--- src/rtl/mips_pkg.sv ---
// Shared MIPS execute-stage definitions: funct/aluop codes, ALU operation codes,
// and the multiply/divide unit state and operation types.
package mips_pkg;

    localparam logic [1:0] AOP_ADD   = 2'b00;
    localparam logic [1:0] AOP_SUB   = 2'b01;

    localparam logic [5:0] FN_SLL    = 6'b000000;
    localparam logic [5:0] FN_SRL    = 6'b000010;
    localparam logic [5:0] FN_SRA    = 6'b000011;
    localparam logic [5:0] FN_ORI    = 6'b001011;
    localparam logic [5:0] FN_MFHI   = 6'b010000;
    localparam logic [5:0] FN_MTHI   = 6'b010001;
    localparam logic [5:0] FN_MFLO   = 6'b010010;
    localparam logic [5:0] FN_MTLO   = 6'b010011;
    localparam logic [5:0] FN_MULT   = 6'b011000;
    localparam logic [5:0] FN_MULTU  = 6'b011001;
    localparam logic [5:0] FN_DIV    = 6'b011010;
    localparam logic [5:0] FN_DIVU   = 6'b011011;
    localparam logic [5:0] FN_ADD    = 6'b100000;
    localparam logic [5:0] FN_SUB    = 6'b100010;
    localparam logic [5:0] FN_AND    = 6'b100100;
    localparam logic [5:0] FN_OR     = 6'b100101;
    localparam logic [5:0] FN_XOR    = 6'b100110;
    localparam logic [5:0] FN_NOR    = 6'b100111;
    localparam logic [5:0] FN_SLT    = 6'b101010;
    localparam logic [5:0] FN_SLTU   = 6'b101011;

    localparam logic [3:0] ALU_AND   = 4'b0000;
    localparam logic [3:0] ALU_OR    = 4'b0001;
    localparam logic [3:0] ALU_ADD   = 4'b0010;
    localparam logic [3:0] ALU_XOR   = 4'b0011;
    localparam logic [3:0] ALU_NOR   = 4'b0100;
    localparam logic [3:0] ALU_SUB   = 4'b0110;
    localparam logic [3:0] ALU_SLTU  = 4'b0111;
    localparam logic [3:0] ALU_SLT   = 4'b1000;
    localparam logic [3:0] ALU_SLL   = 4'b1010;
    localparam logic [3:0] ALU_SRL   = 4'b1100;
    localparam logic [3:0] ALU_SRA   = 4'b1110;

    typedef enum logic [1:0] {MD_IDLE, MD_RUN, MD_FIX} md_state_t;

    // Encoding matches the low two funct bits of mult/multu/div/divu.
    typedef enum logic [1:0] {MD_MULT, MD_MULTU, MD_DIV, MD_DIVU} md_op_t;

    function automatic md_op_t fn_to_mdop(input logic [5:0] fn);
        return md_op_t'(fn[1:0]);
    endfunction

    function automatic logic is_md_fn(input logic [5:0] fn);
        return (fn[5:2] == 4'b0100) || (fn[5:2] == 4'b0110);
    endfunction

    function automatic logic is_muldiv_fn(input logic [5:0] fn);
        return fn[5:2] == 4'b0110;
    endfunction

endpackage

--- src/rtl/md_iter.sv ---
// Iterative multiply/divide engine: one shift-add or restoring shift-subtract step
// per cycle on operand magnitudes, sign correction applied while in FIX.
module md_iter
    import mips_pkg::*;
#(
    parameter int XLEN = 32
) (
    input  logic            clk,
    input  logic            rst_n,
    input  logic            start,
    input  md_op_t          op,
    input  logic [XLEN-1:0] a,
    input  logic [XLEN-1:0] b,
    output logic            busy,
    output logic [XLEN-1:0] hi_res,
    output logic [XLEN-1:0] lo_res,
    output logic            done
);

    localparam int CW = (XLEN > 1) ? $clog2(XLEN) : 1;
    localparam logic [CW-1:0] CNT_LAST = CW'(XLEN - 1);

    md_state_t state_q, state_d;
    logic [CW-1:0] cnt_q, cnt_d;

    // acc holds the product high half / partial remainder, sh the multiplier / quotient.
    logic [XLEN-1:0] acc_q, acc_d;
    logic [XLEN-1:0] sh_q, sh_d;
    logic [XLEN-1:0] b_q, b_d;
    logic            is_div_q, is_div_d;
    logic            neg_lo_q, neg_lo_d;
    logic            neg_hi_q, neg_hi_d;
    logic            div0_q, div0_d;

    logic            op_sgn, op_div;
    logic [XLEN-1:0] a_mag, b_mag;
    logic [XLEN:0]   mul_sum;
    logic [XLEN:0]   div_sh;
    logic [XLEN:0]   div_diff;
    logic            div_ok;

    logic [2*XLEN-1:0] prod, prod_s;
    logic [XLEN-1:0]   quo_s, rem_s;

    assign op_sgn = (op == MD_MULT) || (op == MD_DIV);
    assign op_div = (op == MD_DIV) || (op == MD_DIVU);
    assign a_mag  = (op_sgn && a[XLEN-1]) ? -a : a;
    assign b_mag  = (op_sgn && b[XLEN-1]) ? -b : b;

    assign mul_sum  = {1'b0, acc_q} + (sh_q[0] ? {1'b0, b_q} : '0);
    assign div_sh   = {acc_q, sh_q[XLEN-1]};
    assign div_diff = div_sh - {1'b0, b_q};
    assign div_ok   = div_sh >= {1'b0, b_q};

    always_comb begin
        state_d = state_q;
        cnt_d   = cnt_q;
        case (state_q)
            MD_IDLE: begin
                if (start) begin
                    state_d = MD_RUN;
                    cnt_d   = '0;
                end
            end
            MD_RUN: begin
                cnt_d = cnt_q + CW'(1);
                if (cnt_q == CNT_LAST) state_d = MD_FIX;
            end
            MD_FIX:  state_d = MD_IDLE;
            default: state_d = MD_IDLE;
        endcase
    end

    always_ff @(posedge clk or negedge rst_n) begin
        if (!rst_n) begin
            state_q <= MD_IDLE;
            cnt_q   <= '0;
        end else begin
            state_q <= state_d;
            cnt_q   <= cnt_d;
        end
    end

    always_comb begin
        acc_d    = acc_q;
        sh_d     = sh_q;
        b_d      = b_q;
        is_div_d = is_div_q;
        neg_lo_d = neg_lo_q;
        neg_hi_d = neg_hi_q;
        div0_d   = div0_q;
        if (state_q == MD_IDLE && start) begin
            acc_d    = '0;
            sh_d     = a_mag;
            b_d      = b_mag;
            is_div_d = op_div;
            neg_lo_d = op_sgn && (a[XLEN-1] ^ b[XLEN-1]);
            neg_hi_d = op_sgn && a[XLEN-1];
            div0_d   = (b == '0);
        end else if (state_q == MD_RUN) begin
            if (is_div_q) begin
                acc_d = div_ok ? div_diff[XLEN-1:0] : div_sh[XLEN-1:0];
                sh_d  = {sh_q[XLEN-2:0], div_ok};
            end else begin
                acc_d = mul_sum[XLEN:1];
                sh_d  = {mul_sum[0], sh_q[XLEN-1:1]};
            end
        end
    end

    always_ff @(posedge clk) begin
        acc_q    <= acc_d;
        sh_q     <= sh_d;
        b_q      <= b_d;
        is_div_q <= is_div_d;
        neg_lo_q <= neg_lo_d;
        neg_hi_q <= neg_hi_d;
        div0_q   <= div0_d;
    end

    // A zero divisor yields an all-ones quotient regardless of signs; the remainder
    // then equals |dividend|, which the dividend-sign correction turns back into the dividend.
    assign prod   = {acc_q, sh_q};
    assign prod_s = neg_lo_q ? -prod : prod;
    assign quo_s  = div0_q ? '1 : (neg_lo_q ? -sh_q : sh_q);
    assign rem_s  = neg_hi_q ? -acc_q : acc_q;

    assign hi_res = is_div_q ? rem_s : prod_s[2*XLEN-1:XLEN];
    assign lo_res = is_div_q ? quo_s : prod_s[XLEN-1:0];
    assign done   = (state_q == MD_FIX);
    assign busy   = (state_q != MD_IDLE);

endmodule

--- src/rtl/alu_md_ctrl.sv ---
// MIPS execute-stage ALU control: combinational decode, MDU stall generation,
// HI/LO registers with mthi/mtlo writes and multiply/divide result capture.
module alu_md_ctrl
    import mips_pkg::*;
#(
    parameter int XLEN   = 32,
    parameter int CTRL_W = 4
) (
    input  logic              clk,
    input  logic              reset,
    input  logic              en,
    input  logic [1:0]        aluop,
    input  logic [5:0]        func,
    input  logic [XLEN-1:0]   srca,
    input  logic [XLEN-1:0]   srcb,
    output logic [CTRL_W-1:0] alucontrol,
    output logic              illegal,
    output logic              use_hilo,
    output logic [XLEN-1:0]   hilo_rdata,
    output logic              md_stall,
    output logic              md_busy
);

    logic            rtype;
    logic            is_mdu;
    logic            accept;
    logic            md_start;
    logic            md_done;
    logic [XLEN-1:0] md_hi, md_lo;
    logic [3:0]      ctrl4;

    logic [XLEN-1:0] hi_q, hi_d;
    logic [XLEN-1:0] lo_q, lo_d;

    assign rtype = aluop[1];

    always_comb begin
        ctrl4   = ALU_ADD;
        illegal = 1'b0;
        case (aluop)
            AOP_ADD: ctrl4 = (func == FN_ORI) ? ALU_OR : ALU_ADD;
            AOP_SUB: ctrl4 = ALU_SUB;
            default: begin
                case (func)
                    FN_ADD:  ctrl4 = ALU_ADD;
                    FN_SUB:  ctrl4 = ALU_SUB;
                    FN_AND:  ctrl4 = ALU_AND;
                    FN_OR:   ctrl4 = ALU_OR;
                    FN_XOR:  ctrl4 = ALU_XOR;
                    FN_NOR:  ctrl4 = ALU_NOR;
                    FN_SLT:  ctrl4 = ALU_SLT;
                    FN_SLTU: ctrl4 = ALU_SLTU;
                    FN_SLL:  ctrl4 = ALU_SLL;
                    FN_SRL:  ctrl4 = ALU_SRL;
                    FN_SRA:  ctrl4 = ALU_SRA;
                    FN_MFHI, FN_MTHI, FN_MFLO, FN_MTLO,
                    FN_MULT, FN_MULTU, FN_DIV, FN_DIVU: ctrl4 = ALU_ADD;
                    default: begin
                        ctrl4   = ALU_AND;
                        illegal = 1'b1;
                    end
                endcase
            end
        endcase
    end

    assign alucontrol = CTRL_W'(ctrl4);
    assign use_hilo   = rtype && (func == FN_MFHI || func == FN_MFLO);
    assign hilo_rdata = (func == FN_MFHI) ? hi_q : lo_q;

    // Any HI/LO access waits for the MDU to drain, so reads always see the final result.
    assign is_mdu   = rtype && is_md_fn(func);
    assign md_stall = en && is_mdu && md_busy;
    assign accept   = en && !md_stall;
    assign md_start = accept && rtype && is_muldiv_fn(func);

    md_iter #(
        .XLEN (XLEN)
    ) u_md_iter (
        .clk    (clk),
        .rst_n  (reset),
        .start  (md_start),
        .op     (fn_to_mdop(func)),
        .a      (srca),
        .b      (srcb),
        .busy   (md_busy),
        .hi_res (md_hi),
        .lo_res (md_lo),
        .done   (md_done)
    );

    always_comb begin
        hi_d = hi_q;
        lo_d = lo_q;
        if (md_done) begin
            hi_d = md_hi;
            lo_d = md_lo;
        end
        if (accept && rtype && func == FN_MTHI) hi_d = srca;
        if (accept && rtype && func == FN_MTLO) lo_d = srca;
    end

    always_ff @(posedge clk or negedge reset) begin
        if (!reset) begin
            hi_q <= '0;
            lo_q <= '0;
        end else begin
            hi_q <= hi_d;
            lo_q <= lo_d;
        end
    end

endmodule
--- config.mk ---
export PLATFORM = sky130hd
export DESIGN_NAME = alu_md_ctrl
export DESIGN_NICKNAME = d
export VERILOG_FILES = /design/src/rtl/mips_pkg.sv /design/src/rtl/md_iter.sv /design/src/rtl/alu_md_ctrl.sv
export SDC_FILE = /design/constraint.sdc
export NUM_CORES = 1
export LEC_CHECK = 0
export BUFFER_PORTS_ARGS = -buffer_cell sky130_fd_sc_hd__clkbuf_2
export CELL_PAD_IN_SITES_DETAIL_PLACEMENT = 1
export CELL_PAD_IN_SITES_GLOBAL_PLACEMENT = 1
export CORE_MARGIN = 1.5
export CORE_UTILIZATION = 42
export CTS_CLUSTER_SIZE = 40
export DETAILED_ROUTE_END_ITERATION = 7
export PLACE_DENSITY_LB_ADDON = 0.25
export SLEW_MARGIN = 20
export SYNTH_ARGS = -nofsm -noshare
export SYNTH_HDL_FRONTEND = slang
export SYNTH_SLANG_ARGS = --single-unit
--- constraint.sdc ---
create_clock -name clk -period 3.6 [get_ports clk]
set_input_delay 0.54 -clock clk [delete_from_list [all_inputs] [get_ports clk]]
set_output_delay 0.54 -clock clk [all_outputs]
set_load 0.1 [all_outputs]
==> metrics <==
CP endpoint kind register; reg-to-reg endpoint u_md_iter.acc_q[30]; Final Core Density 50.9%; gr usage total 30.3%; sw frac a little under half; hold_buf cts 0; Slew headroom roughly 28%; Power Dens Cells 691 mW/mm²; dpl hpwl 41.4 mm; Post-Synth XOR/XNOR Area 9.96%; status complete, no violations; final setup vio count 0; full die area 0.0361 mm²; post-synthesis compound-gate area fraction between 20% and 30%; Lkg Pwr 0.00718 µW; Max VDD drop 0.357 mV; H-tree depth 4; Initial DRC Count 895; gpl congestion approximately 1; Least-Margin Pin Slew 1.07 ns; root buffer cell clkbuf_16; die extent in y 190 µm; crit path from u_md_iter.sh_q[0]; Worst Path Max Fanout 5; wl on met1 23.2 mm; Worst Skew 0.0153 ns; Pre-antenna DRT Iters 5; Post-synth ARST share 41.5%; FF-to-FF Start u_md_iter.sh_q[0]; fillers between 4,000 and 5,000; diodes inserted 0; Routed WL 54.8 mm; Fin. Hold Viols 0; main area contributors after synthesis edfxtp_1, dfrtp_1, xnor2_1; Initial Utilization between 40% and 50%; GR Overflow Total 0; met2 wire len between 20 and 30 mm; flop2flop setup slack roughly 0.044 ns; nets@finish 2,086; Synth Area in Adders 6.24%; Max clock buf depth 2; Area Growth Syn to Fin 19.5%; Yosys top cell area share 13.9%; Warnings, synthesis 0; crit path DAT 3.94 ns; Ports 115; Max Fclk between 200 and 300 MHz; vias in the first global route 15,000; site row count between 60 and 70; max_cap viols 0; DR top layer met4; Seq pwr share 24.9%; Post-Syn Area about 0.015 mm²; synth unique cells 88; vias 14,800; first-pass GRT wire length 85.1 mm; DR WL/cell 22.7 µm; Clock power frac 16.7%; commonest cells after routing, fill and taps aside nand2_1, o21ai_0, nor2_1; Synth Area in Simple Gates a little under a fifth; Cells after Synth approximately 1,800; die width 190 µm; Mapped Avg Cell Area a little over 8 µm²; register area share after synthesis 30.4%; ANT nets after route 0; Synth area leader edfxtp_1; NetSw 5690 µW; CTS tree done; worst setup path class reg2reg; antenna violations before repair 0; CP peak stage delay around 0.54 ns; share of cells above drive strength 1 18.7%; fin crit period 3.56 ns; Int Power around 6400 µW; EDFF count, synth between 60 and 70; vias per std cell 6.13; largest net degree at the start of global routing 90; CTS Buf Count 17; CTS clk-pin slew, worst paths 0.08 ns; leading register cell type out of synthesis dfrtp_1; # clock sinks 171; commonest non-fill, non-tap cell in the layout nand2_1; net count after synthesis 1,953; final period utilization 98.8%; # DRC 0; Fin Hold WS ~0.24 ns; Cell Chain, Critical Path inv_2 > nor2_1 > ha_1 > a211oi_1 > nor4_2 > nor2_2 > a211o_1 > a21oi_2 > nand2b_4 > a21o_1 > a41oi_1 > mux2_2 > o31ai_1; Critical Path RT 3.98 ns; core area about 0.034 mm²; Slew Viols, Final 0; Worst Setup Start Kind register; critical path's slowest cell edfxtp_1; Worst-Skew Late Latency 0.47 ns; Gate power share 58.4%; RSZ-0062 raised after global routing true; met3 wire length around 2.9 mm; Hold Crit Class in2async; mux contribution to synthesized area 5.89%; Yosys reg bits around 170; worst r2r path cells 13; port bufs roughly 110; largest family of logic cells by synthesized area compound AO/OA/AOI/OAI gates
==> repair_timing <==
item                       in CTS  in global routing
setup buffers                   0                  6
resized for setup               6                 29
setup endpoints to repair       5                 22
hold endpoints to repair        0                  0
pin swaps                       3                 10
==> synth_stat cells, drive strengths merged (16+ instances only) <==
| cell type | number |
|---|---|
| mux2 | 35 |
| xor2 | 58 |
| mux2i | 47 |
| o31ai | 21 |
| a21oi | 126 |
| o41ai | 19 |
| o22ai | 26 |
| nand2 | 184 |
| o211ai | 17 |
| ha | 70 |
| dfxtp | 32 |
| nand3 | 47 |
| dfrtp | 71 |
| nor4 | 33 |
| edfxtp | 68 |
| a21o | 29 |
| xnor2 | 109 |
| a211oi | 21 |
| nor2 | 169 |
| a31oi | 18 |
| inv | 62 |
| clkbuf | 88 |
| buf | 25 |
| o21ai | 195 |
| nand2b | 16 |
| a22oi | 30 |
| nor3 | 34 |
| nor2b | 17 |
==> logic make-up after synthesis <==
family / Yosys count
AOI/OAI and AO/OA: 564
xor gates and xnor gates: 167
adders and majority gates: 72
buffers and inverters: 176
DFF: 171
muxes: 82
and+or+nand+nor: 574
==> critical path: cells and delay by family, from the launching register on <==
family	cells	cell delay, ns
compound gates	6	1.42
simple gates	4	0.71
flops	1	0.54
mux	1	0.37
fa+ha+maj	1	0.29
buf+inv	1	0.14
==> state kept, by name (all words and copies together), names as in the netlist <==
signal / count
u_md_iter.neg_hi_q: 1
lo_q: 32
u_md_iter.acc_q: 32
u_md_iter.sh_q: 32
u_md_iter.div0_q: 1
u_md_iter.is_div_q: 1
u_md_iter.state_q: 2
hi_q: 32
u_md_iter.b_q: 32
u_md_iter.neg_lo_q: 1
u_md_iter.cnt_q: 5
==> layout make-up <==
type | instances | area, µm² | area share (%)
multi-input cells | 1459 | 9720 | 55.4
flip-flops and latches | 171 | 4460 | 25.4
repair buffers | 227 | 1940 | 11.1
well taps | 455 | 569 | 3.24
clock buffers | 19 | 464 | 2.65
inverters | 63 | 236 | 1.35
clock inverters | 13 | 154 | 0.877
==> through the flow <==
stage / TNS [ns] / total power (µW) / worst slack (ns) / instance area (µm²) / cells
floorplan: -0.305 / 7320 / -0.305 / 14700 / 1806
global placement: -0.0204 / 9540 / -0.0204 / 16700 / 2369
detailed placement: -0.204 / 9770 / -0.0726 / 16700 / 2369
CTS: 0 / 11800 / 0.0143 / 17400 / 2401
global route: -0.103 / 12800 / -0.0518 / 17500 / 2407
finish: 0 / 12100 / 0.0438 / 17500 / 2407
==> power groups by stage <==
stage	Clock, µW	Combinational (µW)	Sequential [µW]
after floorplan	0	4460	2860
after global placement	0	6540	3000
after detailed placement	0	6750	3020
after CTS	2030	6830	2980
after global routing	2120	7640	3050
final	2020	7080	3010
==> worst max-delay path by stage <==
stage / endpoint / cells after the start / slack, ns
after floorplan: alucontrol[3] / 7 / -0.30
after global placement: u_md_iter.acc_q[29] / 15 / -0.02
after detailed placement: u_md_iter.acc_q[31] / 13 / -0.07
after CTS: u_md_iter.acc_q[29] / 15 / 0.01
after global routing: u_md_iter.acc_q[30] / 15 / -0.05
final: u_md_iter.acc_q[30] / 13 / 0.04
==> per-layer routing <==
metal  vias up  track usage [%]
met2       451             52.7
met1      7351             38.0
met3       102             4.54
li1       6862                -
met5         -                0
met4         0             10.9
Note: power is estimated with default switching activity, not from simulation.
